===== src/rtl/dec_alu_pipe_pkg.sv =====
// Shared definitions for the decode-to-ALU pipeline stage.
// Holds the default field widths (matching the DataSize / RegAddrSize /
// ALUControlBus definitions), the fixed low-order payload offsets, a helper
// that returns the packed payload width, and the occupancy state encoding.
package dec_alu_pipe_pkg;

  localparam int unsigned DEF_DATA_W     = 32;
  localparam int unsigned DEF_REG_ADDR_W = 5;
  localparam int unsigned DEF_ALU_OP_W   = 4;

  // Payload layout, LSB first: dc_re, reg_we, wb_addr, op, imm, data2, data1.
  localparam int unsigned OFF_DC_RE   = 0;
  localparam int unsigned OFF_REG_WE  = 1;
  localparam int unsigned OFF_WB_ADDR = 2;

  // Total packed payload width for a given set of field widths.
  function automatic int unsigned payload_w(input int unsigned data_w,
                                            input int unsigned reg_addr_w,
                                            input int unsigned alu_op_w);
    return 3 * data_w + alu_op_w + reg_addr_w + 2;
  endfunction

  // Bit 0 = main entry valid, bit 1 = skid entry valid; both bits are
  // used directly as the registered valid flags.
  typedef enum logic [1:0] {
    ST_EMPTY = 2'b00,
    ST_ONE   = 2'b01,
    ST_TWO   = 2'b11
  } occ_e;

endpackage


===== src/rtl/dec_alu_pipe_skid.sv =====
// pipe_skid_buf: generic width-P valid/ready pipeline register with an
// optional second (skid) entry, synchronous reset and flush.
// Ports:
//   clk, rst          clock, synchronous active-high reset
//   flush             drop every held entry and the one offered this cycle
//   in_valid/in_ready/in_data     upstream handshake and payload
//   out_valid/out_ready/out_data  downstream handshake and payload
// CLR_MASK selects payload bits forced to 0 in the main register whenever
// it goes empty, so those bits read 0 during bubbles.
module pipe_skid_buf
  import dec_alu_pipe_pkg::*;
#(
  parameter int unsigned  P        = 8,
  parameter bit           SKID     = 1'b1,
  parameter logic [P-1:0] CLR_MASK = '0
) (
  input  logic         clk,
  input  logic         rst,
  input  logic         flush,
  input  logic         in_valid,
  output logic         in_ready,
  input  logic [P-1:0] in_data,
  output logic         out_valid,
  input  logic         out_ready,
  output logic [P-1:0] out_data
);

  occ_e         state_q;
  occ_e         state_d;
  logic [P-1:0] main_q;
  logic [P-1:0] skid_q;
  logic         in_fire;
  logic         out_fire;
  logic         load_main_in;
  logic         load_main_skid;
  logic         load_skid;
  logic         clr_main;

  assign out_valid = state_q[0];
  assign out_data  = main_q;

  // in_ready: registered skid-empty flag, or pass-through of downstream ready.
  // Held low while in reset so nothing is accepted during rst.
  generate
    if (SKID) begin : g_reg_ready
      assign in_ready = ~state_q[1] & ~rst;
    end else begin : g_comb_ready
      assign in_ready = (~state_q[0] | out_ready) & ~rst;
    end
  endgenerate

  assign in_fire  = in_valid & in_ready;
  assign out_fire = out_valid & out_ready;

  // State register.
  always_ff @(posedge clk) begin
    if (rst) begin
      state_q <= ST_EMPTY;
    end else begin
      state_q <= state_d;
    end
  end

  // Next-state logic; flush empties the stage regardless of handshakes.
  always_comb begin
    state_d = state_q;
    if (flush) begin
      state_d = ST_EMPTY;
    end else begin
      case (state_q)
        ST_EMPTY: if (in_fire) state_d = ST_ONE;
        ST_ONE: begin
          if (in_fire && !out_ready) begin
            state_d = ST_TWO;
          end else if (!in_fire && out_fire) begin
            state_d = ST_EMPTY;
          end
        end
        ST_TWO:   if (out_fire) state_d = ST_ONE;
        default:  state_d = ST_EMPTY;
      endcase
    end
  end

  // Datapath control decoded from state and handshakes.
  always_comb begin
    load_main_in   = 1'b0;
    load_main_skid = 1'b0;
    load_skid      = 1'b0;
    clr_main       = 1'b0;
    if (flush) begin
      clr_main = 1'b1;
    end else begin
      case (state_q)
        ST_EMPTY: load_main_in = in_fire;
        ST_ONE: begin
          if (in_fire && out_ready) begin
            load_main_in = 1'b1;
          end else if (in_fire) begin
            load_skid = 1'b1;
          end else if (out_fire) begin
            clr_main = 1'b1;
          end
        end
        ST_TWO:   load_main_skid = out_fire;
        default:  clr_main = 1'b1;
      endcase
    end
  end

  // Payload registers; the clear mask keeps bubble-sensitive bits at 0
  // whenever the main entry is empty.
  always_ff @(posedge clk) begin
    if (rst) begin
      main_q <= '0;
      skid_q <= '0;
    end else begin
      if (load_main_in) begin
        main_q <= in_data;
      end else if (load_main_skid) begin
        main_q <= skid_q;
      end else if (clr_main) begin
        main_q <= main_q & ~CLR_MASK;
      end
      if (load_skid) begin
        skid_q <= in_data;
      end
    end
  end

endmodule


===== src/rtl/dec_alu_pipe.sv =====
// dec_alu_pipe: valid/ready pipeline register between decode and the ALU.
// Packs the decoded fields into one payload, holds it in pipe_skid_buf and
// unpacks the registered copy toward the ALU / ALU_MEM stage.
// Ports:
//   clk, rst, flush                 clock, sync active-high reset, squash
//   in_valid/in_ready               upstream handshake
//   in_data1, in_data2, in_imm      operands and immediate
//   in_op, in_wb_addr               ALU operation, destination register
//   in_reg_we, in_dc_re             register write / data-cache read enables
//   out_valid/out_ready             downstream handshake
//   out_*                           registered copies of the in_* fields
module dec_alu_pipe
  import dec_alu_pipe_pkg::*;
#(
  parameter int unsigned DATA_W     = DEF_DATA_W,
  parameter int unsigned REG_ADDR_W = DEF_REG_ADDR_W,
  parameter int unsigned ALU_OP_W   = DEF_ALU_OP_W,
  parameter bit          SKID       = 1'b1
) (
  input  logic                  clk,
  input  logic                  rst,
  input  logic                  flush,
  input  logic                  in_valid,
  output logic                  in_ready,
  input  logic [DATA_W-1:0]     in_data1,
  input  logic [DATA_W-1:0]     in_data2,
  input  logic [DATA_W-1:0]     in_imm,
  input  logic [ALU_OP_W-1:0]   in_op,
  input  logic [REG_ADDR_W-1:0] in_wb_addr,
  input  logic                  in_reg_we,
  input  logic                  in_dc_re,
  output logic                  out_valid,
  input  logic                  out_ready,
  output logic [DATA_W-1:0]     out_data1,
  output logic [DATA_W-1:0]     out_data2,
  output logic [DATA_W-1:0]     out_imm,
  output logic [ALU_OP_W-1:0]   out_op,
  output logic [REG_ADDR_W-1:0] out_wb_addr,
  output logic                  out_reg_we,
  output logic                  out_dc_re
);

  localparam int unsigned P         = payload_w(DATA_W, REG_ADDR_W, ALU_OP_W);
  localparam int unsigned OFF_OP    = OFF_WB_ADDR + REG_ADDR_W;
  localparam int unsigned OFF_IMM   = OFF_OP + ALU_OP_W;
  localparam int unsigned OFF_DATA2 = OFF_IMM + DATA_W;
  localparam int unsigned OFF_DATA1 = OFF_DATA2 + DATA_W;

  // Side-effecting enables must never be seen asserted during a bubble.
  localparam logic [P-1:0] BUBBLE_CLR = (P'(1) << OFF_REG_WE) | (P'(1) << OFF_DC_RE);

  logic [P-1:0] pl_in;
  logic [P-1:0] pl_out;

  assign pl_in = {in_data1, in_data2, in_imm, in_op, in_wb_addr, in_reg_we, in_dc_re};

  pipe_skid_buf #(
    .P        (P),
    .SKID     (SKID),
    .CLR_MASK (BUBBLE_CLR)
  ) u_buf (
    .clk       (clk),
    .rst       (rst),
    .flush     (flush),
    .in_valid  (in_valid),
    .in_ready  (in_ready),
    .in_data   (pl_in),
    .out_valid (out_valid),
    .out_ready (out_ready),
    .out_data  (pl_out)
  );

  assign out_data1   = pl_out[OFF_DATA1 +: DATA_W];
  assign out_data2   = pl_out[OFF_DATA2 +: DATA_W];
  assign out_imm     = pl_out[OFF_IMM +: DATA_W];
  assign out_op      = pl_out[OFF_OP +: ALU_OP_W];
  assign out_wb_addr = pl_out[OFF_WB_ADDR +: REG_ADDR_W];
  assign out_reg_we  = pl_out[OFF_REG_WE];
  assign out_dc_re   = pl_out[OFF_DC_RE];

endmodule


===== config.mk =====
export PLATFORM = sky130hd
export DESIGN_NAME = dec_alu_pipe
export DESIGN_NICKNAME = d
export VERILOG_FILES = /design/src/rtl/dec_alu_pipe_pkg.sv /design/src/rtl/dec_alu_pipe_skid.sv /design/src/rtl/dec_alu_pipe.sv
export SDC_FILE = /design/constraint.sdc
export NUM_CORES = 1
export LEC_CHECK = 0
export CAP_MARGIN = 5
export CORE_AREA = 2 2 159 122
export DETAILED_ROUTE_END_ITERATION = 10
export DIE_AREA = 0 0 161 124
export GPL_ROUTABILITY_DRIVEN = 0
export PLACE_DENSITY = 0.74
export RECOVER_POWER = 100
export SLEW_MARGIN = 10
export SYNTH_ARGS = -nofsm -noshare
export SYNTH_HDL_FRONTEND = slang
export SYNTH_SLANG_ARGS = --single-unit

===== constraint.sdc =====
create_clock -name clk -period 2 [get_ports clk]
set_input_delay 0.4 -clock clk [delete_from_list [all_inputs] [get_ports clk]]
set_output_delay 0.4 -clock clk [all_outputs]
set_load 0.005 [all_outputs]

==> impl.org <==
** Critical path
- Data on the critical path is required at its endpoint by 2.33 ns.
- Kind of cell with the highest combined delay on the critical path :: simple AND/OR/NAND/NOR gates
- Worst path max stage delay :: between 0.3 and 0.4 ns
- On the critical path, the stage with the largest delay is an instance of sky130_fd_sc_hd__dfxtp_4.
- Ordered cell list for the critical path :: buf_4, nor3b_4, buf_6, nand4_1, buf_12, nand2_1, a21oi_1
- FF-to-FF path depth :: 7
- Worst r2r dst :: u_buf.skid_q[27]
- The worst setup path is launched from a flip-flop.
- Critical path start-end classification :: reg2reg
- CP Max Fanout :: 107
- Crit. End Element :: flip-flop
- For flop-to-flop paths, the worst setup slack is approximately 0.021 ns.
- Data on the critical path arrives at its endpoint at 2.31 ns.
- In this run the critical register-to-register path is launched from u_buf.state_q[1].
- Buffer and inverter count on the worst path :: 3

** Routing
- After detailed routing, the total wire length is roughly 23 mm.
- In the routed layout, each cell is associated on average with a via count of 5.59.
- After detailed routing, the average wire length per cell comes to roughly 17 µm.
- Router iterations before antenna repair :: 8
- Count of unresolved DRC violations after routing :: 0
- For this block, the initial DRC count from the detailed router was 1186.
- The final route contains 7460 vias.
- ANT nets after route :: 0

** Timing
- Based on the critical path, the design can be clocked at up to 505 MHz.
- Post-route fraction of the period consumed by the critical path :: a little over nine tenths
- Setup repair after global routing could not meet its margin everywhere.
- Setup violations remaining at the end of the flow were counted as 0.
- Fin. max-slew vios :: 0
- Relative slew slack :: 37.7%
- Worst path setup slack after routing :: 0.0214 ns
- At the pin with the least slew margin, the transition time is 0.935 ns.
- Final Critical Period :: 1.98 ns
- On the final layout, the worst clock skew is 0.00702 ns.
- The number of endpoints with negative hold slack in the final report came to 0.

** Global routing
- First-pass GRT wire length :: 35.2 mm
- Number of antenna violations at the first check in global routing :: 0
- Global routing used around a fifth of the available tracks across all layers.
- Summed over all layers, the global routing overflow is 0.
- Pin count of the biggest net entering global routing :: 217
- The via count of the first global-routing pass came to roughly 6800.

** Power and ir drop
- Switching power :: just over 2 mW
- Combinational power share :: between 8 and 9%
- Seq pwr share :: 47.3%
- Net switching is 21.7% of the power.
- For this design the ratio of total power to cell area is 840 nW/µm².
- Clock network fraction of total power :: 44.2%
- Cell leakage power :: between 4 and 5 nW
- Internal power comes to 7.34 mW.
- Worst supply voltage drop on vdd :: 0.528 mV

** Hold path
- Hold Path Stages :: 2
- The min-delay analysis places its worst path in the category reg2reg.
- Endpoint with the worst hold slack :: u_buf.skid_q[48]
- The startpoint identified for the worst hold timing path is u_buf.skid_q[48].

** Clock tree
- After clock tree synthesis, the clock-pin slew on the worst setup and hold paths is roughly 0.060 ns.
- Number of buffers created by CTS :: 22
- Deepest level of the CTS H-tree :: 1
- The clock net in this run drives a total of ~220 sinks.
- TritonCTS built the clock tree.
- Clock root buffer :: sky130_fd_sc_hd__clkbuf_16
- Max Root-Sink Buffers :: 3
- Clock latency on the worst-skew pair :: 0.49 ns

** Layout
- Antenna diode instance count :: 0
- From synthesis to final layout, the design area changed by 43.1%.
- The net count of the finished layout is 1189.
- Layout cell share with drive strength beyond 1 :: 7.72%
- Post-route core utilization :: 61.0%

** Die
- Die footprint :: 20000 µm²
- After floorplanning, the core was divided into 43 placement rows.
- Number of I/O pins :: 221
- The die is 161 µm wide.
- The initial utilization of the core area, before any placement, comes to 42.6%.
- The die is about 120 µm tall.
- Floorplan Core Area :: 18300 µm²

** Synthesis
- Top cells by area, synth :: sky130_fd_sc_hd__dfxtp_1, sky130_fd_sc_hd__a222oi_1, sky130_fd_sc_hd__nand2_1
- A synthesized cell averages roughly 9 µm².
- Of all flip-flops after synthesis, the portion carrying an async set or reset was 0%.
- The synthesized design contains 0 enable-type register cells.
- The share of the Yosys chip area taken by registers is 55.4%.
- During synthesis, Yosys emitted a total of 0 warnings.
- Count of distinct cell types in the synthesized netlist :: 29
- Summed over all instances, the cell type with the most area after synthesis is sky130_fd_sc_hd__dfxtp_1.
- Synth Instances :: 873
- In this run, synthesis produced a sequential element count of 216.
- The cell area that synthesis handed to floorplanning was approximately 8000 µm².
- Commonest register cell after synthesis :: sky130_fd_sc_hd__dfxtp_1
- Summed over its instances, the top area cell type makes up between 50% and 60% of the synthesized netlist area.
- Synthesis produced a netlist with a net count of between 900 and 1000.

** Placement
- At the placement stage, the worst setup path has a slack of -0.270 ns.
- Buffers placed on the I/O ports in this run total 220.
- DP HPWL :: 13.7 mm

** Run
- Max cap viols :: 0

** Run status
- The flow ran to the end, and the final reports show no timing, DRC or antenna violations.
[flip-flops by register name, indices dropped and copies added (netlist names)]
name / flops
u_buf.out_data: 107
u_buf.skid_q: 107
u_buf.state_q: 2
[worst min-delay path: stages (launching register included)]
cell                      delay, ns
sky130_fd_sc_hd__dfxtp_1       0.31
sky130_fd_sc_hd__nand2_1       0.05
sky130_fd_sc_hd__a21oi_1       0.05
[cells in the final DEF (no fill, tap or decap), types with 2 or more instances in the layout]
cell type,synthesis,final
sky130_fd_sc_hd__buf_6,2,5
sky130_fd_sc_hd__nor3_1,3,3
sky130_fd_sc_hd__clkbuf_16,0,23
sky130_fd_sc_hd__inv_1,6,6
sky130_fd_sc_hd__dfxtp_4,0,2
sky130_fd_sc_hd__bufinv_16,0,2
sky130_fd_sc_hd__a21oi_1,110,110
sky130_fd_sc_hd__a222oi_1,105,105
sky130_fd_sc_hd__a311oi_1,2,2
sky130_fd_sc_hd__clkbuf_8,0,4
sky130_fd_sc_hd__buf_12,0,12
sky130_fd_sc_hd__nor2_1,107,107
sky130_fd_sc_hd__clkdlybuf4s50_1,0,117
sky130_fd_sc_hd__nand2_1,219,219
sky130_fd_sc_hd__dfxtp_1,216,214
sky130_fd_sc_hd__o211ai_1,3,3
sky130_fd_sc_hd__a211oi_1,2,2
sky130_fd_sc_hd__clkinv_2,0,7
sky130_fd_sc_hd__ha_1,4,4
sky130_fd_sc_hd__dlygate4sd3_1,0,102
sky130_fd_sc_hd__clkbuf_1,46,3
sky130_fd_sc_hd__buf_4,4,20
[power by group through the flow]
| stage | Combinational, mW | Clock [mW] | Sequential (mW) |
|---|---|---|---|
| after floorplan | 0.293 | 0 | 4.53 |
| after global placement | 0.803 | 0 | 4.53 |
| after detailed placement | 0.807 | 0 | 4.53 |
| after CTS | 0.814 | 4.25 | 4.44 |
| after global routing | 0.865 | 4.42 | 4.44 |
| final | 0.801 | 4.14 | 4.44 |
[per-stage QoR]
stage / instances / hold slack [ns] / TNS, ns / power [mW] / area, µm²
final: 1335 / 0.453 / 0 / 9.38 / 11200
after detailed placement: 1293 / 0.446 / -43.45 / 5.34 / 10400
after floorplan: 873 / 0.436 / 0 / 4.83 / 7800
after CTS: 1332 / 0.455 / 0 / 9.50 / 11100
after global routing: 1335 / 0.474 / -0.0816 / 9.73 / 11200
after global placement: 1293 / 0.441 / -36.04 / 5.34 / 10400
[what timing repair did]
item	4_1_cts	5_1_grt
endpoints found under the hold margin	0	0
gates resized for setup	1	8
hold buffers	0	0
pin swaps	1	14
endpoints found under the setup margin	50	53
buffers inserted	0	2
gates cloned	0	1
[routing by layer]
| metal | vias to the layer above | wire length [µm] | GRT usage (%) |
|---|---|---|---|
| li1 | 3548 | - | - |
| met1 | 3558 | 10000 | 30.6 |
| met2 | 330 | 10000 | 32.8 |
| met3 | 24 | 2220 | 5.33 |
| met4 | 0 | 266 | 3.63 |
| met5 | - | 0 | 0 |
[cell usage after synthesis, types with 2 or more instances]
master,instances
sky130_fd_sc_hd__ha_1,4
sky130_fd_sc_hd__buf_4,4
sky130_fd_sc_hd__nor3_1,3
sky130_fd_sc_hd__a211oi_1,2
sky130_fd_sc_hd__a311oi_1,2
sky130_fd_sc_hd__buf_2,29
sky130_fd_sc_hd__nand2_1,219
sky130_fd_sc_hd__a222oi_1,105
sky130_fd_sc_hd__o211ai_1,3
sky130_fd_sc_hd__dfxtp_1,216
sky130_fd_sc_hd__a21oi_1,110
sky130_fd_sc_hd__clkbuf_1,46
sky130_fd_sc_hd__inv_1,6
sky130_fd_sc_hd__buf_6,2
sky130_fd_sc_hd__and3_1,2
sky130_fd_sc_hd__nor2_1,107
[cells by family (layout without fill, tap and decap cells)]
group / count (synthesis) / in the layout / share of synthesized area (%)
simple gates: 337 / 338 / 16.8
fa+ha+maj: 4 / 4 / 0.642
flops: 216 / 216 / 55.4
buf+inv: 88 / 302 / 5.09
compound gates: 227 / 227 / 21.9
mux: 1 / 1 / 0.128
[layout make-up]
type                            count  area [µm²]
Tap cell                          247         309
Sequential cell                   216        4330
Multi-Input combinational cell    570        3120
Timing Repair Buffer              257        2640
Clock buffer                       30         642
Fill cell                        1551        7130
Clock inverter                      9        95.1
Inverter                            6        22.5
[worst max path at each step]
stage / cells after the start / start / slack (ns) / to
final: 7 / u_buf.state_q[1] / 0.02 / u_buf.skid_q[27]
after CTS: 7 / u_buf.state_q[0] / 0.007 / u_buf.out_data[80]
after global routing: 8 / u_buf.state_q[1] / -0.03 / u_buf.out_data[73]
after floorplan: 9 / u_buf.state_q[1] / 0.02 / u_buf.out_data[66]
after global placement: 8 / in_valid / -0.22 / u_buf.out_data[65]
after detailed placement: 8 / in_valid / -0.27 / u_buf.out_data[88]
No activity file was read; power rests on OpenSTA's default activity.
